$ cat config.mk
export PLATFORM = sky130hd
export DESIGN_NAME = dmem_arbiter
export DESIGN_NICKNAME = d
export VERILOG_FILES = /design/src/rtl/dmem_arbiter.sv
export SDC_FILE = /design/constraint.sdc
export NUM_CORES = 1
export LEC_CHECK = 0
export CORE_AREA = 3 3 229 231
export CTS_CLUSTER_DIAMETER = 100
export DETAILED_ROUTE_END_ITERATION = 8
export DIE_AREA = 0 0 232 234
export PLACE_DENSITY = 0.52
export SLEW_MARGIN = 20
export SYNTH_ARGS = -nofsm -noshare
export SYNTH_HDL_FRONTEND = slang
export SYNTH_SLANG_ARGS = --single-unit
export TNS_END_PERCENT = 100
$ cat constraint.sdc
create_clock -name clk -period 1.9 [get_ports clk]
set_input_delay 0.285 -clock clk [delete_from_list [all_inputs] [get_ports clk]]
set_output_delay 0.285 -clock clk [all_outputs]
set_load 0.03 [all_outputs]
$ cat src/rtl/dmem_arbiter.sv
// Round-robin arbiter and access sequencer sharing one 64-bit data memory
// between the pipeline MEM stage (port 0) and a loader/debug port (port 1).
module dmem_arbiter #(
  parameter int ADDR_W    = 64,
  parameter int DATA_W    = 64,
  parameter int MEM_BYTES = 1024
) (
  input  logic              clk,
  input  logic              rst_n,
  input  logic              req0_valid,
  input  logic              req0_write,
  input  logic [ADDR_W-1:0] req0_addr,
  input  logic [DATA_W-1:0] req0_wdata,
  output logic              req0_ready,
  input  logic              req1_valid,
  input  logic              req1_write,
  input  logic [ADDR_W-1:0] req1_addr,
  input  logic [DATA_W-1:0] req1_wdata,
  output logic              req1_ready,
  output logic              rsp0_valid,
  output logic [DATA_W-1:0] rsp0_rdata,
  output logic              rsp0_err,
  output logic              rsp1_valid,
  output logic [DATA_W-1:0] rsp1_rdata,
  output logic              rsp1_err,
  output logic [ADDR_W-1:0] mem_address,
  output logic [DATA_W-1:0] mem_writeData,
  output logic              mem_MemRead,
  output logic              mem_MemWrite,
  input  logic [DATA_W-1:0] mem_readData
);

  localparam logic [ADDR_W-1:0] LAST_ADDR = ADDR_W'(MEM_BYTES - 8);

  typedef enum logic [1:0] {IDLE, ACCESS, RESP} state_t;

  state_t            state;
  logic              last_grant;
  logic              owner;
  logic              r_write;
  logic              r_err;
  logic              winner;
  logic              accept;
  logic              sel_write;
  logic              sel_err;
  logic [ADDR_W-1:0] sel_addr;
  logic [DATA_W-1:0] sel_wdata;

  // Handshake: a request transfers on a rising edge where reqN_valid and
  // reqN_ready are both high; the requester holds its fields until then and
  // may drop valid beforehand without anything being accepted.
  always_comb begin
    winner = 1'b0;
    if (req0_valid && req1_valid) winner = ~last_grant;
    else if (req1_valid)          winner = 1'b1;
  end

  assign req0_ready = (state == IDLE) && req0_valid && !winner;
  assign req1_ready = (state == IDLE) && req1_valid &&  winner;
  assign accept     = req0_ready || req1_ready;

  assign sel_write = winner ? req1_write : req0_write;
  assign sel_addr  = winner ? req1_addr  : req0_addr;
  assign sel_wdata = winner ? req1_wdata : req0_wdata;
  // No wrap-around: anything past the last full 8-byte word is trapped.
  assign sel_err   = sel_addr > LAST_ADDR;

  always_ff @(posedge clk or negedge rst_n) begin
    if (!rst_n) begin
      state         <= IDLE;
      last_grant    <= 1'b1;
      owner         <= 1'b0;
      r_write       <= 1'b0;
      r_err         <= 1'b0;
      mem_address   <= '0;
      mem_writeData <= '0;
      mem_MemRead   <= 1'b0;
      mem_MemWrite  <= 1'b0;
      rsp0_valid    <= 1'b0;
      rsp0_rdata    <= '0;
      rsp0_err      <= 1'b0;
      rsp1_valid    <= 1'b0;
      rsp1_rdata    <= '0;
      rsp1_err      <= 1'b0;
    end else begin
      case (state)
        IDLE: begin
          if (accept) begin
            owner         <= winner;
            last_grant    <= winner;
            r_write       <= sel_write;
            r_err         <= sel_err;
            mem_address   <= sel_addr;
            mem_writeData <= sel_wdata;
            mem_MemRead   <= !sel_write && !sel_err;
            mem_MemWrite  <= sel_write && !sel_err;
            state         <= ACCESS;
          end
        end
        ACCESS: begin
          mem_MemRead  <= 1'b0;
          mem_MemWrite <= 1'b0;
          if (owner) begin
            rsp1_valid <= 1'b1;
            rsp1_err   <= r_err;
            rsp1_rdata <= (!r_write && !r_err) ? mem_readData : '0;
          end else begin
            rsp0_valid <= 1'b1;
            rsp0_err   <= r_err;
            rsp0_rdata <= (!r_write && !r_err) ? mem_readData : '0;
          end
          state <= RESP;
        end
        RESP: begin
          rsp0_valid <= 1'b0;
          rsp0_rdata <= '0;
          rsp0_err   <= 1'b0;
          rsp1_valid <= 1'b0;
          rsp1_rdata <= '0;
          rsp1_err   <= 1'b0;
          state      <= IDLE;
        end
        default: state <= IDLE;
      endcase
    end
  end

endmodule
==> results of run 1 <==
## final timing paths
check | endpoint | slack [ps] | cells after the start
worst max-delay path | req0_ready | -10 | 5
worst min-delay path | rsp1_rdata[8] | 330 | 2
worst max register to register | r_err | 50 | 10
worst min register to register | rsp0_valid | 470 | 2
max in group asynchronous | state[1] | 870 | 3
min in group clk | rsp0_rdata[56] | 340 | 3
## cells in the mapped netlist (all sizes together)
cell type  count
o21a           1
a21oi         17
inv            4
nor4          27
o2111ai        1
mux2i        130
nand4          8
o32ai          1
o21ai        244
and2           1
a31oi          2
nor2b          1
dfrtp        267
dfstp          1
nand2b         3
nand2        215
nand3        135
nor3           2
clkbuf        32
a21boi         1
buf           60
or3            1
nor2           8
## cells by family after synthesis
| kind of cell | synth area share [%] |
|---|---|
| buf+inv | 4.42 |
| compound gates | 11.6 |
| flops | 57.5 |
| mux | 11.2 |
| simple gates | 15.3 |
## per-stage QoR
| step | util, % | hold slack [ps] | TNS (ps) | instance area [um2] | std cells |
|---|---|---|---|---|---|
| after floorplan | - | -10.6 | 0 | 11700 | 1162 |
| after global placement | 37.9 | 305 | -12700 | 19000 | 2441 |
| after detailed placement | 37.9 | 310 | -15710 | 19000 | 2441 |
| after CTS | 39.9 | 296 | -226 | 20100 | 2505 |
| after global routing | 40.5 | 318 | -103 | 20400 | 2515 |
| final | 40.5 | 331 | -12.0 | 20400 | 2515 |
## repair_timing
item | CTS | global route
hold buffers | 1 | 0
setup buffers | 4 | 10
pin swaps | 3 | 5
endpoints found under the hold margin | 48 | 0
setup endpoints to repair | 134 | 69
resized for setup | 140 | 78
## power groups by stage
stage               sequential (mW)  clock, mW  combinational [mW]
floorplan                      10.7          0                3.91
global placement               8.11          0                12.5
detailed placement             8.12          0                12.5
CTS                            8.05       6.63                12.0
global route                   8.20       6.86                12.7
finish                         8.01       6.37                11.8
## metal layers
metal,vias to the layer above,routed length (um)
li1,5405,-
met1,5304,19700
met2,446,25400
met3,74,5040
met4,8,1140
met5,-,49
## area by class of cell
cell class | instances | area (um2) | area share (%)
Inverter | 4 | 15.0 | 0.0738
Clock buffer | 50 | 1050 | 5.18
Timing Repair Buffer | 712 | 7110 | 34.9
Tap cell | 672 | 841 | 4.13
Clock inverter | 9 | 56.3 | 0.277
Sequential cell | 268 | 6710 | 33.0
Multi-Input combinational cell | 798 | 4560 | 22.4
Antenna cell | 2 | 5.00 | 0.0246
## registers in the layout (all words and copies together) (netlist names), 2 cells and up
name	flops
mem_address	64
rsp0_rdata	64
state	2
rsp1_rdata	64
mem_writeData	64
## worst max-delay path: cells and delay by family, from the launching register on
kind	cells	cell delay, ps
DFF	1	550
buffers and inverters	3	400
AOI/OAI and AO/OA	1	80
and+or+nand+nor	1	70
==> impl_metrics.env, run 1 <==
export IMPL_failed_checks="negative setup slack"
export IMPL_power_mw=26.2
export IMPL_synth_nets=1488
export IMPL_antenna_left=0
export IMPL_hpwl_um=40400
export IMPL_dieArea_um2=54300
export IMPL_rows=82
export IMPL_min_path_type="in -> async"
export IMPL_synth_top_cell_area_share_pct=57.3
export IMPL_slew_limit_headroom_pct=58.5
export IMPL_clock_power_share_pct=24.3
export IMPL_setup_ws_ps=-12.0
export IMPL_drt_iter0_markers=469
export IMPL_yosysWarnings=0
export IMPL_antenna_found_initial=7
export IMPL_grt_max_degree=117
export IMPL_place_gp_congestion=0.848
export IMPL_met3_usage_pct=7.09
export IMPL_insertion_delay_ps=520
export IMPL_min_period_ps=1910
export IMPL_switching_share_pct=41.2
export IMPL_path_cells="a21boi_4 > buf_12 > buf_12 > nor2_4 > buf_6"
export IMPL_layout_drive_gt1_share_pct=10.9
export IMPL_die_y_um=234
export IMPL_cts_made_buffers=34
export IMPL_slew_violations=0
export IMPL_setup_viol=1
export IMPL_powerDensity_nw_per_um2=1290
export IMPL_die_w_um=232
export IMPL_grtUsageMet2_pct=31.3
export IMPL_fill_cells=5027
export IMPL_internal_power_mw=15.4
export IMPL_seqPwrFrac_pct=30.6
export IMPL_rsz0062_at_grt="true"
export IMPL_syn_cell_area_um2=11700
export IMPL_synth_cells=1162
export IMPL_slowest_delay_ps=550
export IMPL_worstSetupPathType="reg -> out"
export IMPL_required_ps=1620
export IMPL_comb_power_share_pct=45.2
export IMPL_grt_met1_usage_pct=21.1
export IMPL_yosys_register_bits=268
export IMPL_final_common_cell="clkdlybuf4s50_1"
export IMPL_worstPathMaxFanout=5
export IMPL_cts_buffer_depth=3
export IMPL_power_leakage_nw=9.95
export IMPL_drt_pre_antenna_iters=5
export IMPL_coreArea_um2=50300
export IMPL_endpoint_kind="output port"
export IMPL_critPathLaunchType="register"
export IMPL_grt_pass1_vias=11600
export IMPL_port_buffers=589
export IMPL_pin_count=590
export IMPL_yosysTopAreaCell="dfrtp_1"
export IMPL_tightest_slew_ps=623
export IMPL_netSwitchingPower_mw=10.8
export IMPL_cts_tree="done"
export IMPL_cp_startpoint="last_grant"
export IMPL_place_ws_ps=-274
export IMPL_area_growth_pct=74.4
export IMPL_ys_seq_area_share_pct=57.5
export IMPL_cpMostUsedCell="buf_12"
export IMPL_initial_utilization_pct=23.2
export IMPL_synth_cell_types=32
export IMPL_finalWirelength_um=51300
export IMPL_grt_pass1_wl_um=74300
export IMPL_maxCapViolations=0
export IMPL_drc_errors=0
export IMPL_grt_busiest_layer="met2"
export IMPL_ir_worst_vdd_v=0.000747
export IMPL_synth_area_top_cells="dfrtp_1 57%, mux2i_1 11%, nand2_1 6.9%, o21ai_1 6.3%, nand3_1 5.8%"
export IMPL_layout_nets=2144
export IMPL_grt_total_usage_pct=18.1
export IMPL_clkTransAtPathRegs_ps=60
export IMPL_clock_skew_ps=6.63
export IMPL_viasPerCell=4.47
export IMPL_max_freq_mhz=523
export IMPL_hold_viol=0
export IMPL_cts_sinks=268
export IMPL_cpMaxStageDelayCell="dfstp_2"
export IMPL_num_vias=11200
export IMPL_layout_cells_most_common_list="387 x clkdlybuf4s50_1, 265 x dfrtp_1, 212 x nand2_1"
export IMPL_grt_overflow_total=0
export IMPL_period_share_pct=101
export IMPL_reg2reg_from="last_grant"
export IMPL_cts_root_buf="clkbuf_16"
export IMPL_wl_per_cell_um=20.4
export IMPL_status="complete, but fails checks"
export IMPL_htreeDepth=2
export IMPL_synth_area_per_cell_um2=10.0
export IMPL_arrival_ps=1630
Power figures use the tool's default switching activity.
==> run 2, diff against run 1 <==
Settings changed: PLACE_DENSITY 0.52 to 0.54.
Clock period 1.9 ns to 1.53 ns, I/O delays scaled along.
==> run 2 against run 1 <==
  * The flow still finishes with violations (negative setup slack)
  * Die area did not move
  * Sequential share of layout area shrank 3.5 points
  * Hold slack worse by 85 ps
  * Routed wire length rose by 8.9%
  * Critical endpoint is now rsp0_rdata[39]
  * Setup slack worse by 340 ps
==> impl_metrics.env, run 2 (same netlist as run 1, synthesis figures left out) <==
export IMPL_layout_drive_gt1_share_pct=34.6
export IMPL_period_share_pct=123
export IMPL_hpwl_um=38600
export IMPL_arrival_ps=2280
export IMPL_required_ps=1940
export IMPL_port_buffers=589
export IMPL_coreArea_um2=50300
export IMPL_layout_cells_most_common_list="324 x clkdlybuf4s50_1, 266 x dfrtp_1, 208 x nand2_1"
export IMPL_max_freq_mhz=533
export IMPL_slowest_delay_ps=430
export IMPL_hold_viol=0
export IMPL_grt_pass1_wl_um=75100
export IMPL_htreeDepth=2
export IMPL_initial_utilization_pct=23.2
export IMPL_drc_errors=0
export IMPL_reg2reg_setup_slack_ps=-350
export IMPL_power_leakage_nw=9.52
export IMPL_cts_root_buf="clkbuf_16"
export IMPL_slew_limit_headroom_pct=64.8
export IMPL_place_ws_ps=-950
export IMPL_setup_viol=234
export IMPL_clkTransAtPathRegs_ps=60
export IMPL_layout_cells_non_filler=2604
export IMPL_critPathLaunchType="register"
export IMPL_rows=82
export IMPL_cts_tree="done"
export IMPL_slew_violations=0
export IMPL_holdWs_ps=246
export IMPL_grt_max_degree=73
export IMPL_powerDensity_nw_per_um2=1680
export IMPL_status="complete, but fails checks"
export IMPL_grt_pass1_vias=11900
export IMPL_antenna_left=0
export IMPL_viasPerCell=4.58
export IMPL_pin_count=590
export IMPL_maxCapViolations=0
export IMPL_insertion_delay_ps=540
export IMPL_area_growth_pct=94.8
export IMPL_power_mw=38.3
export IMPL_drt_iter0_markers=625
export IMPL_worstSetupPathType="reg -> reg"
export IMPL_placed_area_um2=19400
export IMPL_min_path_type="in -> async"
export IMPL_min_period_ps=1880
export IMPL_reg2reg_to="rsp0_rdata[39]"
export IMPL_fill_cells=4801
export IMPL_seqCellArea_um2=6710
export IMPL_worstPathMaxFanout=35
export IMPL_grt_overflow_total=0
export IMPL_rsz0062_at_grt="true"
export IMPL_antenna_found_initial=8
export IMPL_layout_nets=2227
export IMPL_failed_checks="negative setup slack"
export IMPL_cpMaxStageDelayCell="dfrtp_1"
export IMPL_setup_ws_ps=-347
export IMPL_die_y_um=234
export IMPL_cts_made_buffers=35
export IMPL_final_common_cell="clkdlybuf4s50_1"
export IMPL_finalWirelength_um=55900
export IMPL_grt_total_usage_pct=18.2
export IMPL_place_gp_congestion=0.903
export IMPL_dieArea_um2=54300
export IMPL_cts_buffer_depth=3
export IMPL_cp_startpoint="state[1]"
export IMPL_wl_per_cell_um=21.5
export IMPL_path_cells="buf_6 > buf_6 > buf_6 > buf_6 > nand2b_4 > clkinv_8 > nand2b_4 > buf_12 > nand3_1 > o21ai_0"
export IMPL_cts_sinks=268
export IMPL_multi_input_area_um2=5300
export IMPL_die_w_um=232
export IMPL_fin_area_um2=22700
export IMPL_drt_pre_antenna_iters=5
export IMPL_place_inst=2469
export IMPL_tightest_slew_ps=523
export IMPL_r2r_cells=10
export IMPL_reg2reg_from="state[1]"
export IMPL_endpoint_kind="register"
export IMPL_cpMostUsedCell="buf_6"
export IMPL_num_vias=11900
export IMPL_ir_worst_vdd_v=0.000801
export IMPL_clock_skew_ps=15.1
==> run 2: cell count changes in the layout (fill, tap and decap cells not counted), sizes merged, moves of 4 or more <==
cell,delta
clkbuf,+51
diode,+4
buf,+79
clkdlybuf4s15,+208
dlygate4sd2,-132
clkdlybuf4s50,-63
bufinv,+6
dlymetal6s2s,-67
==> run 2: how the worst max path moves through the flow <==
stage               depth (start not counted)             end  slack (ps)
global route                               10  rsp0_rdata[56]        -410
global placement                            8           r_err        -970
detailed placement                          8           r_err        -950
CTS                                         6      req1_ready        -380
finish                                     10  rsp0_rdata[39]        -350
floorplan                                   4      req0_ready          80
==> run 2: area by class of cell <==
class | count | share of cell area, %
inverter | 4 | 0.132
antenna | 6 | 0.0661
tap | 672 | 3.70
clock inverter | 15 | 1.05
sequential | 268 | 29.5
clock buffer | 47 | 4.32
multi-input combinational | 801 | 23.3
timing repair buffer | 791 | 37.9
==> run 2: power breakdown <==
part	internal (mW)	total [mW]	switching, mW
clock	5.52	8.85	3.32
sequential	8.93	10.1	1.16
combinational	8.35	19.3	11.0
==> run 2: critical path, delay by kind of cell, from the launching register on <==
| kind | cells | cell delay, ps |
|---|---|---|
| DFF | 1 | 430 |
| and+or+nand+nor | 3 | 430 |
| buffers and inverters | 6 | 760 |
| AOI/OAI and AO/OA | 1 | 90 |
==> run 2: what timing repair did <==
item,in CTS,in global routing
hold endpoints to repair,197,0
gates resized for setup,806,271
buffers inserted,16,20
cloned,6,32
pin swaps,8,60
endpoints found under the setup margin,311,204
hold buffers,1,0
==> run 2: routing by layer <==
layer	routed length, um	vias to the layer above	track usage [%]
li1	-	5595	-
met1	21400	5768	21.2
met2	27900	476	31.0
met3	5060	83	6.96
met4	1480	4	5.64
met5	35	-	0
==> run 2: stage by stage <==
step                      setup TNS [ps]  util (%)
after floorplan                        0         -
after global placement            -49150      38.5
after detailed placement          -51220      38.5
after CTS                         -17000      42.6
after global routing              -68100      45.2
final                             -52780      45.2
==> run 3, diff against run 2 <==
Settings changed: CORE_AREA 3 3 229 231 to 5 5 225 227, DIE_AREA 0 0 232 234 to 0 0 230 232, GPL_ROUTABILITY_DRIVEN set to 0, PLACE_DENSITY 0.54 to 0.56.
==> run 3 against run 2 <==
  * The run still ends with negative setup slack left
  * Power is 8.7% lower
  * Sequential share of layout area is 1.7 points higher
  * Routed wire length is 1.8% lower
  * Setup slack worse by 84 ps
  * Via count is 1.7% lower
  * Sequential cell count stayed put
  * Non-clock buffer count is 28 lower
==> impl_metrics.env, run 3 (same netlist as run 1, synthesis figures left out) <==
export IMPL_setup_viol=147
export IMPL_required_ps=1300
export IMPL_initial_utilization_pct=24.1
export IMPL_failed_checks="negative setup slack"
export IMPL_cts_sinks=268
export IMPL_insertion_delay_ps=570
export IMPL_pin_count=590
export IMPL_switching_share_pct=41.3
export IMPL_viasPerCell=4.66
export IMPL_seqCellArea_um2=6710
export IMPL_place_inst=2401
export IMPL_finalWirelength_um=54900
export IMPL_slew_violations=0
export IMPL_maxCapViolations=0
export IMPL_grt_pass1_wl_um=76500
export IMPL_clock_skew_ps=20.7
export IMPL_hpwl_um=39600
export IMPL_antenna_found_initial=13
export IMPL_rows=81
export IMPL_internal_power_mw=20.5
export IMPL_arrival_ps=1730
export IMPL_holdWs_ps=173
export IMPL_layout_cells_non_filler=2518
export IMPL_clkTransAtPathRegs_ps=70
export IMPL_ir_worst_vdd_v=0.000994
export IMPL_power_leakage_nw=9.18
export IMPL_endpoint_kind="output port"
export IMPL_powerDensity_nw_per_um2=1620
export IMPL_die_y_um=232
export IMPL_setup_ws_ps=-431
export IMPL_layout_drive_gt1_share_pct=30.7
export IMPL_layout_nets=2194
export IMPL_tightest_slew_ps=525
export IMPL_grt_max_degree=67
export IMPL_max_freq_mhz=510
export IMPL_drt_pre_antenna_iters=6
export IMPL_antenna_left=0
export IMPL_fill_cells=4639
export IMPL_final_common_cell="clkdlybuf4s50_1"
export IMPL_netSwitchingPower_mw=14.4
export IMPL_layout_cells_most_common_list="324 x clkdlybuf4s50_1, 265 x dfrtp_1, 213 x nand2_1"
export IMPL_htreeDepth=1
export IMPL_min_period_ps=1960
export IMPL_rsz0062_at_grt="true"
export IMPL_min_path_type="in -> async"
export IMPL_grt_total_usage_pct=18.4
export IMPL_drt_iter0_markers=729
export IMPL_grt_overflow_total=0
export IMPL_port_buffers=589
export IMPL_clock_power_share_pct=22.1
export IMPL_hold_viol=0
export IMPL_cts_made_buffers=31
export IMPL_slew_limit_headroom_pct=64.7
export IMPL_cts_root_buf="clkbuf_16"
export IMPL_num_vias=11700
export IMPL_worstSetupPathType="reg -> out"
export IMPL_cts_buffer_depth=3
export IMPL_dieArea_um2=53400
export IMPL_cts_tree="done"
export IMPL_worstPathMaxFanout=3
export IMPL_critPathLaunchType="register"
export IMPL_area_growth_pct=84.3
export IMPL_drc_errors=0
export IMPL_coreArea_um2=48400
export IMPL_period_share_pct=128
export IMPL_multi_input_area_um2=5050
export IMPL_status="complete, but fails checks"
export IMPL_grt_pass1_vias=12000
export IMPL_die_w_um=230
export IMPL_tns_ps=-23920
export IMPL_comb_power_share_pct=49.2
export IMPL_seqPwrFrac_pct=28.8
export IMPL_wl_per_cell_um=21.8
export IMPL_fin_util_pct=44.4
[run 3: changes by cell type in the layout (fill, tap and decap cells not counted), moves of 27 or more]
cell / delta
buf_2: +82
o21ai_0: +48
nand3_1: +46
clkdlybuf4s15_2: -44
nand3_2: -43
clkbuf_2: -32
o21ai_2: -27
[run 3: area by class of cell]
type	count	share of cell area, %
repair buffers	763	36.5
flip-flops and latches	268	31.2
multi-input cells	800	23.5
clock buffers	45	4.27
well taps	622	3.62
clock inverters	12	0.698
inverters	4	0.140
diodes	4	0.0465
[run 3: power by group through the flow]
stage | registers, mW | clock network [mW] | logic, mW
6_report | 10.1 | 7.71 | 17.2
4_1_cts | 10.1 | 7.95 | 16.0
3_3_place_gp | 10.0 | 0 | 15.8
2_1_floorplan | 13.3 | 0 | 4.85
3_5_place_dp | 10.1 | 0 | 15.8
5_1_grt | 10.3 | 8.24 | 18.3
[run 3: worst paths after layout]
kind                             startpoint              end  slack [ps]  cells past startpoint
max in group asynchronous             rst_n   rsp0_rdata[29]         710                      3
max reg2reg                      last_grant            r_err        -310                      7
max                              last_grant       req0_ready        -430                      5
min                                   rst_n   rsp1_rdata[37]         170                      2
min in group clk           mem_readData[57]   rsp0_rdata[57]         230                      3
min reg2reg                 mem_address[41]  mem_address[41]         480                      2
[run 3: per-stage QoR]
| stage | instance area, um2 | power, mW | worst slack, ps |
|---|---|---|---|
| 2_1_floorplan | 11700 | 18.2 | 77.4 |
| 3_3_place_gp | 19100 | 25.8 | -1030 |
| 3_5_place_dp | 19100 | 25.9 | -1010 |
| 4_1_cts | 20800 | 34.0 | -477 |
| 5_1_grt | 21500 | 36.8 | -501 |
| 6_report | 21500 | 34.9 | -431 |
[run 3: routing by layer]
layer / part of all wire [%] / global-route usage [%]
met1: 40 / 22.3
met2: 50 / 32.1
met3: 8.0 / 6.13
met4: 1.9 / 3.59
met5: 0.076 / 0
[run 3: worst max-delay path, stage by stage, from the launching register on]
cell and delay [ps]:
dfstp_2 570, a21boi_4 90, buf_12 130, buf_8 110
nor2_4 110, buf_6 150
[run 3: what timing repair did]
item,in CTS,in global routing
setup buffers,11,17
hold buffers,1,0
resized for setup,880,246
setup endpoints to repair,389,221
endpoints found under the hold margin,267,0
gates cloned,9,23
pin swaps,3,23
